$ cat config.mk
export PLATFORM = sky130hd
export DESIGN_NAME = se_conv_sequencer
export DESIGN_NICKNAME = d
export VERILOG_FILES = /design/src/rtl/se_conv_sequencer.sv
export SDC_FILE = /design/constraint.sdc
export NUM_CORES = 1
export LEC_CHECK = 0
export ABC_AREA = 1
export BUFFER_PORTS_ARGS = -buffer_cell sky130_fd_sc_hd__buf_2
export CAP_MARGIN = 40
export CORE_MARGIN = 3
export CORE_UTILIZATION = 45
export CTS_BUF_LIST = sky130_fd_sc_hd__clkbuf_4 sky130_fd_sc_hd__clkbuf_8
export DETAILED_ROUTE_END_ITERATION = 8
export PLACE_DENSITY_LB_ADDON = 0.1
export SYNTH_ARGS = -nofsm -noshare
export SYNTH_HDL_FRONTEND = slang
export SYNTH_SLANG_ARGS = --single-unit
$ cat constraint.sdc
create_clock -name clk -period 5.37 [get_ports clk]
set_clock_uncertainty 0.2 [all_clocks]
set_input_delay 0.537 -clock clk [delete_from_list [all_inputs] [get_ports clk]]
set_output_delay 0.537 -clock clk [all_outputs]
set_load 0.05 [all_outputs]
$ cat src/rtl/se_conv_sequencer.sv
// se_conv_sequencer
//   Drives one serial 1x1 convolution engine of the SE layer over a shared
//   input bus (load flag + data + valid). On first use, or when a reload is
//   requested, it streams the kernel from a synchronous weight memory into
//   the engine. It then forwards IN_CHANNELS pooled activations, collects
//   OUT_CHANNELS results and pulses done. A WAIT_OUT watchdog raises a sticky
//   err if the engine stalls.
//
// Ports
//   clk, rst          clock, asynchronous active-high reset
//   start, reload_w   begin a pass (IDLE only); reload_w forces a kernel load
//   busy, done, err   status: not-IDLE, one-cycle completion, sticky timeout
//   w_rd_en, w_addr   weight memory read port (out-major oc*IN_CHANNELS+ic)
//   w_data            weight read data, valid one cycle after w_rd_en
//   act_data/valid    upstream activation stream
//   act_ready         upstream ready (combinational on state and count)
//   conv_load_kernel  engine bus kernel flag
//   conv_in_data/valid engine bus data and valid
//   conv_out_data/valid engine result and strobe
//   res_data/valid/idx registered engine result with output channel index
module se_conv_sequencer #(
  parameter int unsigned DATA_WIDTH     = 16,
  parameter int unsigned IN_CHANNELS    = 16,
  parameter int unsigned OUT_CHANNELS   = 4,
  parameter int unsigned TIMEOUT_CYCLES = 1024,
  localparam int unsigned N_W = IN_CHANNELS * OUT_CHANNELS,
  localparam int unsigned AW  = (N_W > 1) ? $clog2(N_W) : 1,
  localparam int unsigned RW  = $clog2(OUT_CHANNELS) + 1
) (
  input  logic                  clk,
  input  logic                  rst,
  input  logic                  start,
  input  logic                  reload_w,
  output logic                  busy,
  output logic                  done,
  output logic                  err,
  output logic                  w_rd_en,
  output logic [AW-1:0]         w_addr,
  input  logic [DATA_WIDTH-1:0] w_data,
  input  logic [DATA_WIDTH-1:0] act_data,
  input  logic                  act_valid,
  output logic                  act_ready,
  output logic                  conv_load_kernel,
  output logic [DATA_WIDTH-1:0] conv_in_data,
  output logic                  conv_in_valid,
  input  logic [DATA_WIDTH-1:0] conv_out_data,
  input  logic                  conv_out_valid,
  output logic [DATA_WIDTH-1:0] res_data,
  output logic                  res_valid,
  output logic [RW-1:0]         res_idx
);

  localparam int unsigned FW = $clog2(IN_CHANNELS + 1);
  localparam int unsigned TW = $clog2(TIMEOUT_CYCLES + 1);

  localparam logic [AW-1:0] ADDR_LAST = AW'(N_W - 1);
  localparam logic [FW-1:0] FED_FULL  = FW'(IN_CHANNELS);
  localparam logic [FW-1:0] FED_LAST  = FW'(IN_CHANNELS - 1);
  localparam logic [RW-1:0] OUT_LAST  = RW'(OUT_CHANNELS - 1);
  localparam logic [TW-1:0] TMO_LAST  = TW'(TIMEOUT_CYCLES - 1);

  typedef enum logic [2:0] {
    S_IDLE,
    S_LOAD_W,
    S_FEED,
    S_WAIT_OUT,
    S_DONE
  } state_t;

  state_t                  state_q;
  logic                    w_loaded_q;
  logic                    ld_pend_q;   // w_data carries a kernel word this cycle
  logic                    ld_last_q;   // ... and it is the final word
  logic [FW-1:0]           fed_cnt_q;
  logic [RW-1:0]           out_cnt_q;
  logic [TW-1:0]           tmo_cnt_q;

  logic                    busy_q;
  logic                    done_q;
  logic                    err_q;
  logic                    w_rd_en_q;
  logic [AW-1:0]           w_addr_q;
  logic                    conv_load_kernel_q;
  logic [DATA_WIDTH-1:0]   conv_in_data_q;
  logic                    conv_in_valid_q;
  logic [DATA_WIDTH-1:0]   res_data_q;
  logic                    res_valid_q;
  logic [RW-1:0]           res_idx_q;

  logic                    act_xfer;

  // Ready drops in the same cycle the count reaches IN_CHANNELS.
  assign act_ready = (state_q == S_FEED) && (fed_cnt_q != FED_FULL);
  assign act_xfer  = act_valid && act_ready;

  assign busy             = busy_q;
  assign done             = done_q;
  assign err              = err_q;
  assign w_rd_en          = w_rd_en_q;
  assign w_addr           = w_addr_q;
  assign conv_load_kernel = conv_load_kernel_q;
  assign conv_in_data     = conv_in_data_q;
  assign conv_in_valid    = conv_in_valid_q;
  assign res_data         = res_data_q;
  assign res_valid        = res_valid_q;
  assign res_idx          = res_idx_q;

  always_ff @(posedge clk or posedge rst) begin
    if (rst) begin
      state_q            <= S_IDLE;
      w_loaded_q         <= 1'b0;
      ld_pend_q          <= 1'b0;
      ld_last_q          <= 1'b0;
      fed_cnt_q          <= '0;
      out_cnt_q          <= '0;
      tmo_cnt_q          <= '0;
      busy_q             <= 1'b0;
      done_q             <= 1'b0;
      err_q              <= 1'b0;
      w_rd_en_q          <= 1'b0;
      w_addr_q           <= '0;
      conv_load_kernel_q <= 1'b0;
      conv_in_data_q     <= '0;
      conv_in_valid_q    <= 1'b0;
      res_data_q         <= '0;
      res_valid_q        <= 1'b0;
      res_idx_q          <= '0;
    end else begin
      // Engine bus and pulses default to idle; beats are asserted per cycle.
      conv_load_kernel_q <= 1'b0;
      conv_in_valid_q    <= 1'b0;
      conv_in_data_q     <= '0;
      res_valid_q        <= 1'b0;
      done_q             <= 1'b0;

      case (state_q)
        S_IDLE: begin
          ld_pend_q <= 1'b0;
          ld_last_q <= 1'b0;
          if (start) begin
            err_q  <= 1'b0;
            busy_q <= 1'b1;
            if (reload_w || !w_loaded_q) begin
              state_q    <= S_LOAD_W;
              w_loaded_q <= 1'b0;
              w_rd_en_q  <= 1'b1;
              w_addr_q   <= '0;
            end else begin
              state_q <= S_FEED;
            end
          end
        end

        S_LOAD_W: begin
          // Read issue and beat emission form a two-stage pipeline so the
          // kernel beats leave back to back with no gaps.
          ld_pend_q <= w_rd_en_q;
          ld_last_q <= w_rd_en_q && (w_addr_q == ADDR_LAST);
          if (w_rd_en_q) begin
            if (w_addr_q == ADDR_LAST) begin
              w_rd_en_q <= 1'b0;
              w_addr_q  <= '0;
            end else begin
              w_addr_q <= w_addr_q + 1'b1;
            end
          end
          if (ld_pend_q) begin
            conv_load_kernel_q <= 1'b1;
            conv_in_valid_q    <= 1'b1;
            conv_in_data_q     <= w_data;
          end
          if (ld_last_q) begin
            w_loaded_q <= 1'b1;
            state_q    <= S_FEED;
          end
        end

        S_FEED: begin
          if (act_xfer) begin
            conv_in_valid_q <= 1'b1;
            conv_in_data_q  <= act_data;
            fed_cnt_q       <= fed_cnt_q + 1'b1;
            if (fed_cnt_q == FED_LAST) begin
              state_q   <= S_WAIT_OUT;
              tmo_cnt_q <= '0;
            end
          end
        end

        S_WAIT_OUT: begin
          if (conv_out_valid) begin
            res_valid_q <= 1'b1;
            res_data_q  <= conv_out_data;
            res_idx_q   <= out_cnt_q;
            out_cnt_q   <= out_cnt_q + 1'b1;
            tmo_cnt_q   <= '0;
            if (out_cnt_q == OUT_LAST) begin
              state_q <= S_DONE;
              done_q  <= 1'b1;
            end
          end else if (tmo_cnt_q == TMO_LAST) begin
            err_q   <= 1'b1;
            done_q  <= 1'b1;
            state_q <= S_DONE;
          end else begin
            tmo_cnt_q <= tmo_cnt_q + 1'b1;
          end
        end

        S_DONE: begin
          state_q   <= S_IDLE;
          busy_q    <= 1'b0;
          fed_cnt_q <= '0;
          out_cnt_q <= '0;
          tmo_cnt_q <= '0;
        end

        default: begin
          state_q <= S_IDLE;
          busy_q  <= 1'b0;
        end
      endcase
    end
  end

endmodule

==> run metrics, run 1 <==
post-route ant nets=0; Area Growth Syn to Fin=24.8%; clk buf depth=2; worst setup path startpoint=state_q[0]; r2r startpoint=fed_cnt_q[0]; Crit-path slowest cell=dfrtp_1; Main synth FF type=dfrtp_1; gp weighted congestion=0.799; nature of the critical path endpoint=output port; Starting Density=0.468; Post-CTS Setup Bufs=0; Synth Warn #=0; Pwr Density=526 nW/µm²; GRT Overall Usage=0.179; Worst-Margin Slew=a little under 700 ps; Worst R2R Setup Slack=3390 ps; reg-to-reg endpoint=tmo_cnt_q[0]; Setup violations, final=0; syn_nets=477; Synth area leaders=dfrtp_1 (53%), nand2_1 (18%), nand3_1 (5.3%); pin count of the biggest net entering global routing=55; uppermost layer routed=met4; TritonCTS clock tree=built; row count=31; Final Max Tran Viols=0; CP Class=reg -> out; most numerous cell in the Yosys netlist=nand2_1; Buffers on Ports=102; HPWL after detailed placement=5260 µm; crit path max fanout=20; Post-Route M1 WL=3380 µm; clk sinks=73; Worst Path Required=about 4600 ps; register area share after synthesis=0.535; Max-slew headroom=0.549; crit path to=act_ready; DRC Markers=0; Hold/Removal Path Class=in -> reg; Startpoint Class=register; top-area cell type share of the netlist area=0.535; crit-path cells=inv_2 > nand3_2 > nor2_1 > buf_4 > buf_2; Max Fclk=between 400 and 500 MHz; io pins=103; Worst VDD drop=0.000254 V; drt total wl=7330 µm; Pre-antenna DRT Iters=4; share of layout cells above drive strength 1=0.265; first-pass GRT wire length=~12,000 µm; vias in the first global route=roughly 2,800; Post-synth top cells=nand2_1 (161), dfrtp_1 (73), nand3_1 (36); Post-Syn Area per Cell=around 8.2 µm²; clk root buf=clkbuf_8; Post-Place Worst Slack=3260 ps; fraction of registers with async set/reset=1.00; ANT cells=0; R2R cell count=9; met3 routed WL=438 µm; number of flops mapped to enable cells by yosys=0; H-tree Lvls=3; die footprint=8670 µm²; Syn Std Cell Area=approximately 3400 µm²; setup TNS=0 ps; unrepaired setup endpoints after global routing=false; fin crit period=2490 ps; vias=around 3,000; static leakage=0.00243 µW; Hold Violations, Final=0; CORE AREA=7290 µm²; routed wl met2=3390 µm; flops & latches, synth=73; Distinct cells, synth=31; cts bufs inserted=9; fillers=696; clock latency on the worst-skew pair=340 ps; Hold Path Cell Cnt=3; WL/cell=11.7 µm; Starting DRT DRC Count=between 70 and 80; Die W=93.1 µm; initial antenna violation count=0; global route overflow=0; maxcap violations=0; CP peak stage delay=470 ps; Nets=between 500 and 600; dominant cell type by area after synthesis=dfrtp_1; Mapped Cells=416; Die H=93.1 µm; clock-pin slew on the worst setup and hold paths=80 ps; Final Cycle Share=0.463; critical path arrival=1750 ps; run status=complete, no violations; DR vias/cell=4.79; Final WS setup=between 2000 and 3000 ps
==> registers in the layout, indices dropped and copies added (netlist names) <==
register and count:
ld_pend_q 1, res_idx 3, w_loaded_q 1, conv_in_valid 1, tmo_cnt_q 11, res_data 16, conv_load_kernel 1, err 1
state_q 3, out_cnt_q 3, w_rd_en 1, w_addr 6, ld_last_q 1, busy 1, done 1, conv_in_data 16
res_valid 1, fed_cnt_q 5
==> placed cells by master (no fill, tap or decap), drive strengths merged, types with 3 or more instances in the layout <==
| master | Yosys | final |
|---|---|---|
| nand2 | 163 | 163 |
| buf | 8 | 104 |
| dfrtp | 73 | 73 |
| inv | 40 | 40 |
| nand3 | 38 | 38 |
| nor2 | 32 | 32 |
| o21ai | 22 | 22 |
| a21oi | 12 | 12 |
| clkbuf | 1 | 12 |
| ha | 7 | 7 |
| nand4 | 5 | 5 |
| o22ai | 3 | 3 |
==> worst min path at each step <==
stage	from	end	slack, ps
floorplan	tmo_cnt_q[3]	tmo_cnt_q[3]	260
global placement	res_data[11]	res_data[11]	260
detailed placement	res_data[14]	res_data[14]	260
CTS	conv_out_data[6]	res_data[6]	170
global route	conv_out_data[9]	res_data[9]	180
finish	conv_out_data[8]	res_data[8]	190
==> layer usage <==
| metal | vias to the layer above | global-route usage |
|---|---|---|
| met5 | - | 0 |
| li1 | 1541 | - |
| met4 | 0 | 0.0769 |
| met3 | 9 | 0.0418 |
| met2 | 77 | 0.281 |
| met1 | 1378 | 0.236 |
==> area by class of cell <==
| type | count | area [µm²] | area share |
|---|---|---|---|
| Multi-Input combinational cell | 294 | 1390 | 0.325 |
| Sequential cell | 73 | 1830 | 0.429 |
| Tap cell | 99 | 124 | 0.0291 |
| Timing Repair Buffer | 105 | 536 | 0.126 |
| Inverter | 40 | 150 | 0.0352 |
| Clock inverter | 4 | 73.8 | 0.0173 |
| Clock buffer | 12 | 165 | 0.0388 |
==> cells by family after synthesis <==
| kind of cell | synth area share |
|---|---|
| xor+xnor | 0.00257 |
| fa+ha+maj | 0.0256 |
| flops | 0.535 |
| buf+inv | 0.0594 |
| compound gates | 0.0711 |
| simple gates | 0.306 |
==> metrics by stage <==
| step | instances | hold WS [ps] | utilization | power, µW | instance area [µm²] |
|---|---|---|---|---|---|
| after global placement | 610 | 258 | 0.550 | 1750 | 4010 |
| after global routing | 627 | 179 | 0.584 | 2390 | 4260 |
| final | 627 | 186 | 0.584 | 2240 | 4260 |
| after floorplan | 416 | 263 | - | 1540 | 3410 |
| after CTS | 627 | 166 | 0.584 | 2270 | 4260 |
| after detailed placement | 610 | 260 | 0.550 | 1770 | 4010 |
==> power breakdown <==
| part | internal (µW) | switching [µW] | leakage (µW) | total [µW] |
|---|---|---|---|---|
| registers | 695 | 78.7 | 0.000956 | 774 |
| clock network | 300 | 197 | 0.000123 | 497 |
| logic | 227 | 743 | 0.00135 | 970 |
==> critical path, delay by kind of cell, from the launching register on <==
family	cells	cell delay, ps
buffers and inverters	3	660
AND/OR/NAND/NOR	2	270
flip-flops	1	470
==> timing repair <==
action / CTS / global route
resized for setup: 0 / 0
hold buffers: 1 / 0
setup endpoints to repair: 0 / 0
hold endpoints to repair: 19 / 0
No activity file was read; power rests on OpenSTA's default activity.
==> inputs of run 2 (changes only) <==
==> constraint.sdc (replaced) <==
create_clock -name clk -period 2.36 [get_ports clk]
set_clock_uncertainty 0.2 [all_clocks]
set_input_delay 0.236 -clock clk [delete_from_list [all_inputs] [get_ports clk]]
set_output_delay 0.236 -clock clk [all_outputs]
set_load 0.05 [all_outputs]
==> run 2 against run 1 <==
  * Non-clock buffer count increased by 53
  * Combinational power increased by 150%
  * Sequential power increased by 130%
  * Routed wire length increased by 12%
  * Clock power increased by 120%
  * Flip-flop and latch count unchanged
  * Count of clock-buffer cells in the layout decreased by 2
  * Cell count increased by 8.5%
  * Via count increased by 7.9%
  * Sequential share of layout area decreased by 4.6 points
==> run metrics, run 2 (same netlist as run 1, synthesis figures left out) <==
Worst Path Required=2390 ps (was 4630 ps); maxcap violations=0 (unchanged); H-tree Lvls=3 (unchanged); TritonCTS clock tree=built (unchanged); Pwr Density=1090 nW/µm² (was 526 nW/µm²); Final Max Tran Viols=0 (unchanged); Flop pwr share=0.338 (was 0.345); Clock Power Share=0.205 (was 0.222); static leakage=0.00267 µW (was 0.00243 µW); nature of the critical path endpoint=register (was output port); Post-CTS Setup Bufs=0 (unchanged); ANT cells=0 (unchanged); die footprint=8670 µm² (unchanged); Hold Startpoint=act_valid (was conv_out_data[8]); Max-slew headroom=0.691 (was 0.549); row count=31 (unchanged); share of layout cells above drive strength 1=0.251 (was 0.265); Top Usage Layer GRT=met2 (unchanged); drt total wl=8200 µm (was 7330 µm); Die H=93.1 µm (unchanged); cts bufs inserted=9 (unchanged); Max Fclk=about 440 MHz; Net Sw Frac=0.458 (was 0.455); clock-pin slew on the worst setup and hold paths=80 ps (about the same); Hold/Removal Path Class=in -> reg (unchanged); WL/cell=12.1 µm (was 11.7 µm); clk buf depth=2 (unchanged); GRT Overall Usage=0.196 (was 0.179); DR vias/cell=4.77 (was 4.79); vias in the first global route=3,089 (was 2,805); HPWL after detailed placement=5450 µm (was 5260 µm); met1 Usage GRT=0.243 (was 0.236); Worst VDD drop=0.000656 V (was 0.000254 V); Buffers on Ports=102 (unchanged); unrepaired setup endpoints after global routing=false (unchanged); most common cell after layout, fill and taps aside=nand2_1 (unchanged); Final Cycle Share=0.957; Power Internal=2830 µW (was 1220 µW); global route overflow=0 (unchanged); Starting DRT DRC Count=109 (was 73); grt met2 use=0.337 (was 0.281); clock latency on the worst-skew pair=340 ps (about the same); Starting Density=0.468 (unchanged); io pins=103 (unchanged); Combinational Power Share=0.456 (was 0.433); Setup violations, final=0 (unchanged); Startpoint Class=register (unchanged); initial antenna violation count=0 (unchanged); r2r startpoint=fed_cnt_q[0] (unchanged); sw power=2390 µW (was 1020 µW); Area Growth Syn to Fin=39.8% (was 24.8%); Nets=637 (was 584); Pre-antenna DRT Iters=7 (was 4); worst setup path startpoint=fed_cnt_q[0] (was state_q[0]); Hold Violations, Final=0 (unchanged); pin count of the biggest net entering global routing=31 (was 55); first-pass GRT wire length=13,700 µm (was 12,500 µm); Die W=93.1 µm (unchanged); CORE AREA=7290 µm² (unchanged); DRC Markers=0 (unchanged); Hold Slack=30.4 ps (was 186 ps); gp weighted congestion=0.804 (was 0.799); fin crit period=2260 ps; clk root buf=clkbuf_8 (unchanged); dpl cells=614 (was 610); non-filler cells, final=680 (was 627); clk sinks=73 (unchanged); CP Class=reg -> reg (was reg -> out); setup TNS=0 ps (unchanged); vias=3,242 (was 3,005); run status=complete, no violations (unchanged); post-route ant nets=0 (unchanged); met3 GRT Util=0.0451 (was 0.0418); Worst-Margin Slew=460 ps (was 676 ps); critical path arrival=2290 ps (was 1750 ps); crit path max fanout=16 (was 20); most frequent cells in the layout=nand2_1 (160), buf_2 (102), dfrtp_1 (73), dlygate4sd3_1 (50), nand3_1 (36) (was nand2_1 (161), buf_2 (102), dfrtp_1 (73), nand3_1 (36), inv_1 (34))
## run 2: area by class of cell
cell class              instances  area [µm²]
clock inverters                 6        90.1
fillers                       637        2520
clock buffers                  10         131
flip-flops and latches         73        1830
repair buffers                158        1060
multi-input cells             294        1400
well taps                      99         124
inverters                      40         150
## run 2: timing repair
action | 4_1_cts | 5_1_grt
hold endpoints to repair | 48 | 0
endpoints found under the setup margin | 0 | 16
gates resized for setup | 0 | 3
hold buffers | 50 | 0
## run 2: routing by layer
layer / share of wire / up-vias / routed length (µm)
met2: 0.49 / 97 / 4020
met1: 0.43 / 1485 / 3530
li1: - / 1650 / -
met5: 0 / - / 0
met4: 0.012 / 0 / 95
met3: 0.068 / 10 / 557
## run 2: power by group through the flow
stage | registers (µW) | clock network [µW] | logic, µW
6_report | 1760 | 1070 | 2380
5_1_grt | 1810 | 1150 | 2590
2_1_floorplan | 2660 | 0 | 841
4_1_cts | 1760 | 1110 | 2370
3_3_place_gp | 1770 | 0 | 2220
3_5_place_dp | 1780 | 0 | 2240
## run 2: stage by stage
step	util	power, µW	instance area, µm²	setup slack (ps)
after global routing	0.655	5550	4770	3.17
after floorplan	-	3500	3410	70.7
final	0.655	5220	4770	101
after global placement	0.554	3990	4040	436
after CTS	0.653	5240	4760	39.4
after detailed placement	0.554	4030	4040	372
## run 2: worst max-delay path, cell delays in order, from the launching register on
cell,delay [ps]
dfrtp_1,400
inv_1,90
ha_1,150
nand2_1,60
nor2_1,230
nor2_4,80
buf_4,200
nand3_1,100
nand2_1,70
dlygate4sd3_1,550
## run 2: worst paths after layout
kind	end	cells after the start	slack, ps
max	conv_in_data[9]	9	100
min	fed_cnt_q[2]	3	30
max reg2reg	conv_in_data[9]	9	100
min reg2reg	res_data[9]	2	280
max in group asynchronous	tmo_cnt_q[3]	4	1070
min in group asynchronous	conv_in_data[8]	3	200
==> inputs of run 3 (changes only) <==
--- a/config.mk
+++ b/config.mk
@@ -13,6 +13,7 @@
 export CTS_BUF_LIST = sky130_fd_sc_hd__clkbuf_4 sky130_fd_sc_hd__clkbuf_8
 export DETAILED_ROUTE_END_ITERATION = 8
 export PLACE_DENSITY_LB_ADDON = 0.1
+export SETUP_SLACK_MARGIN = 0.15
 export SYNTH_ARGS = -nofsm -noshare
 export SYNTH_HDL_FRONTEND = slang
 export SYNTH_SLANG_ARGS = --single-unit
==> run 3 against run 2 <==
  * Combinational power fell by 2%
  * Die area did not move
  * Sequential share of layout area rose by 0.13 points
  * Cell count did not move
  * Routed wire length rose by 3.7%
  * First-iteration DRC count rose by 8.3%
  * Final area fell by 0.34%
==> run metrics, run 3 (same netlist as run 1, synthesis figures left out) <==
run status=complete, no violations (unchanged); CP peak stage delay=470 ps (was 550 ps); setup TNS=0 ps (unchanged); io pins=103 (unchanged); maxcap violations=0 (unchanged); Starting DRT DRC Count=118 (was 109); gp weighted congestion=0.819 (was 0.804); critical path arrival=1680 ps (was 2290 ps); clk root buf=clkbuf_8 (unchanged); share of layout cells above drive strength 1=0.250 (was 0.251); DRC Markers=0 (unchanged); Worst Path Required=1920 ps (was 2390 ps); Die W=93.1 µm (unchanged); Pre-antenna DRT Iters=4 (was 7); Nets=637 (unchanged); initial antenna violation count=0 (unchanged); clock-pin slew on the worst setup and hold paths=80 ps (about the same); Startpoint Class=register (unchanged); Final Cycle Share=0.895 (was 0.957); Buffers on Ports=102 (unchanged); most common cell after layout, fill and taps aside=nand2_1 (unchanged); Crit-path slowest cell=dfrtp_1 (was dlygate4sd3_1); Pwr Total=5050 µW (was 5220 µW); most frequent cells in the layout=nand2_1 (161), buf_2 (101), dfrtp_1 (73), dlygate4sd3_1 (50), nand3_1 (36) (was nand2_1 (160), buf_2 (102), dfrtp_1 (73), dlygate4sd3_1 (50), nand3_1 (36)); WL/cell=12.5 µm (was 12.1 µm); CORE AREA=7290 µm² (unchanged); H-tree Lvls=3 (unchanged); Pwr Density=1060 nW/µm² (was 1090 nW/µm²); fin crit period=2110 ps (was 2260 ps); Starting Density=0.468 (unchanged); vias in the first global route=3,186 (was 3,089); clk sinks=73 (unchanged); Hold Violations, Final=0 (unchanged); nature of the critical path endpoint=output port (was register); Area Growth Syn to Fin=39.3% (was 39.8%); drt total wl=8500 µm (was 8200 µm); fillers=606 (was 637); ANT cells=0 (unchanged); pin count of the biggest net entering global routing=37 (was 31); HPWL after detailed placement=5250 µm (was 5450 µm); post-route ant nets=0 (unchanged); Worst VDD drop=0.000610 V (was 0.000656 V); clk buf depth=2 (unchanged); Max-slew headroom=0.693 (was 0.691); first-pass GRT wire length=14,100 µm (was 13,700 µm); Hold Path Cell Cnt=5 (was 3); Max Fclk=474 MHz (was 443 MHz); die footprint=8670 µm² (unchanged); unrepaired setup endpoints after global routing=false (unchanged); clock latency on the worst-skew pair=340 ps (about the same); crit-path cells=inv_2 > nand3_2 > nor2_2 > clkbuf_4 (was inv_1 > ha_1 > nand2_1 > nor2_1 > nor2_4 > buf_4 > nand3_1 > nand2_1 > dlygate4sd3_1); Post-CTS Setup Bufs=0 (unchanged); Worst-Margin Slew=460 ps (about the same); row count=31 (unchanged); global route overflow=0 (unchanged); Hold/Removal Path Class=in -> reg (unchanged); Multi-input gate area=1390 µm² (was 1400 µm²); TritonCTS clock tree=built (unchanged); CP Class=reg -> out (was reg -> reg); GRT Overall Usage=0.203 (was 0.196); Final Max Tran Viols=0 (unchanged); R2R cell count=9 (unchanged); static leakage=0.00263 µW (was 0.00267 µW); cts bufs inserted=9 (unchanged); DR vias/cell=4.77 (about the same); Setup violations, final=0 (unchanged); register area=1830 µm² (unchanged); Die H=93.1 µm (unchanged); crit path max fanout=6 (was 16); vias=3,244 (was 3,242)
run 3: layout make-up:
cell class                 count  share of cell area
clock buffer                   9              0.0260
clock inverter                 7              0.0147
inverter                      40              0.0324
multi-input combinational    294               0.292
sequential                    73               0.384
tap                           99              0.0260
timing repair buffer         158               0.225
run 3: metal layers:
layer / vias to the layer above / part of all wire / global-route usage
met5: - / 0 / 0
met4: 0 / 0.018 / 0.0891
met3: 14 / 0.066 / 0.0571
met2: 95 / 0.47 / 0.325
met1: 1487 / 0.44 / 0.257
li1: 1648 / - / -
run 3: worst max-delay path: cells and delay by family, from the launching register on:
family / cells / cell delay (ps)
buffers and inverters: 2 / 420
flip-flops: 1 / 470
AND/OR/NAND/NOR: 2 / 430
run 3: per-stage QoR:
step           setup slack (ps)  hold slack, ps  utilization  instances  area, µm²
6_report                    249            42.0        0.652        680       4760
5_1_grt                     163            64.7        0.652        680       4760
4_1_cts                     220            30.2        0.652        680       4750
3_5_place_dp                385           -9.62        0.556        614       4060
3_3_place_gp                450           -14.2        0.556        614       4060
2_1_floorplan               543             146            -        416       3420
run 3: path summary, 6_finish.rpt:
check,start,endpoint,slack (ps)
hold reg to reg,res_data[15],res_data[15],280
hold / removal,reload_w,w_rd_en,40
setup reg to reg,fed_cnt_q[0],tmo_cnt_q[4],360
min in group asynchronous,rst,conv_in_data[11],180
setup / recovery,state_q[0],act_ready,250
max in group asynchronous,rst,conv_in_data[3],1160
run 3: what timing repair did:
item / in CTS / in global routing
pin swaps: 0 / 0
hold buffers: 50 / 0
gates resized for setup: 1 / 1
endpoints found under the setup margin: 1 / 1
endpoints found under the hold margin: 106 / 0
run 3: power by group:
group	switching (µW)	internal [µW]	leakage, µW
registers	183	1580	0.000956
logic	1740	587	0.00158
clock network	474	488	0.0000994
total	2400	2660	0.00263
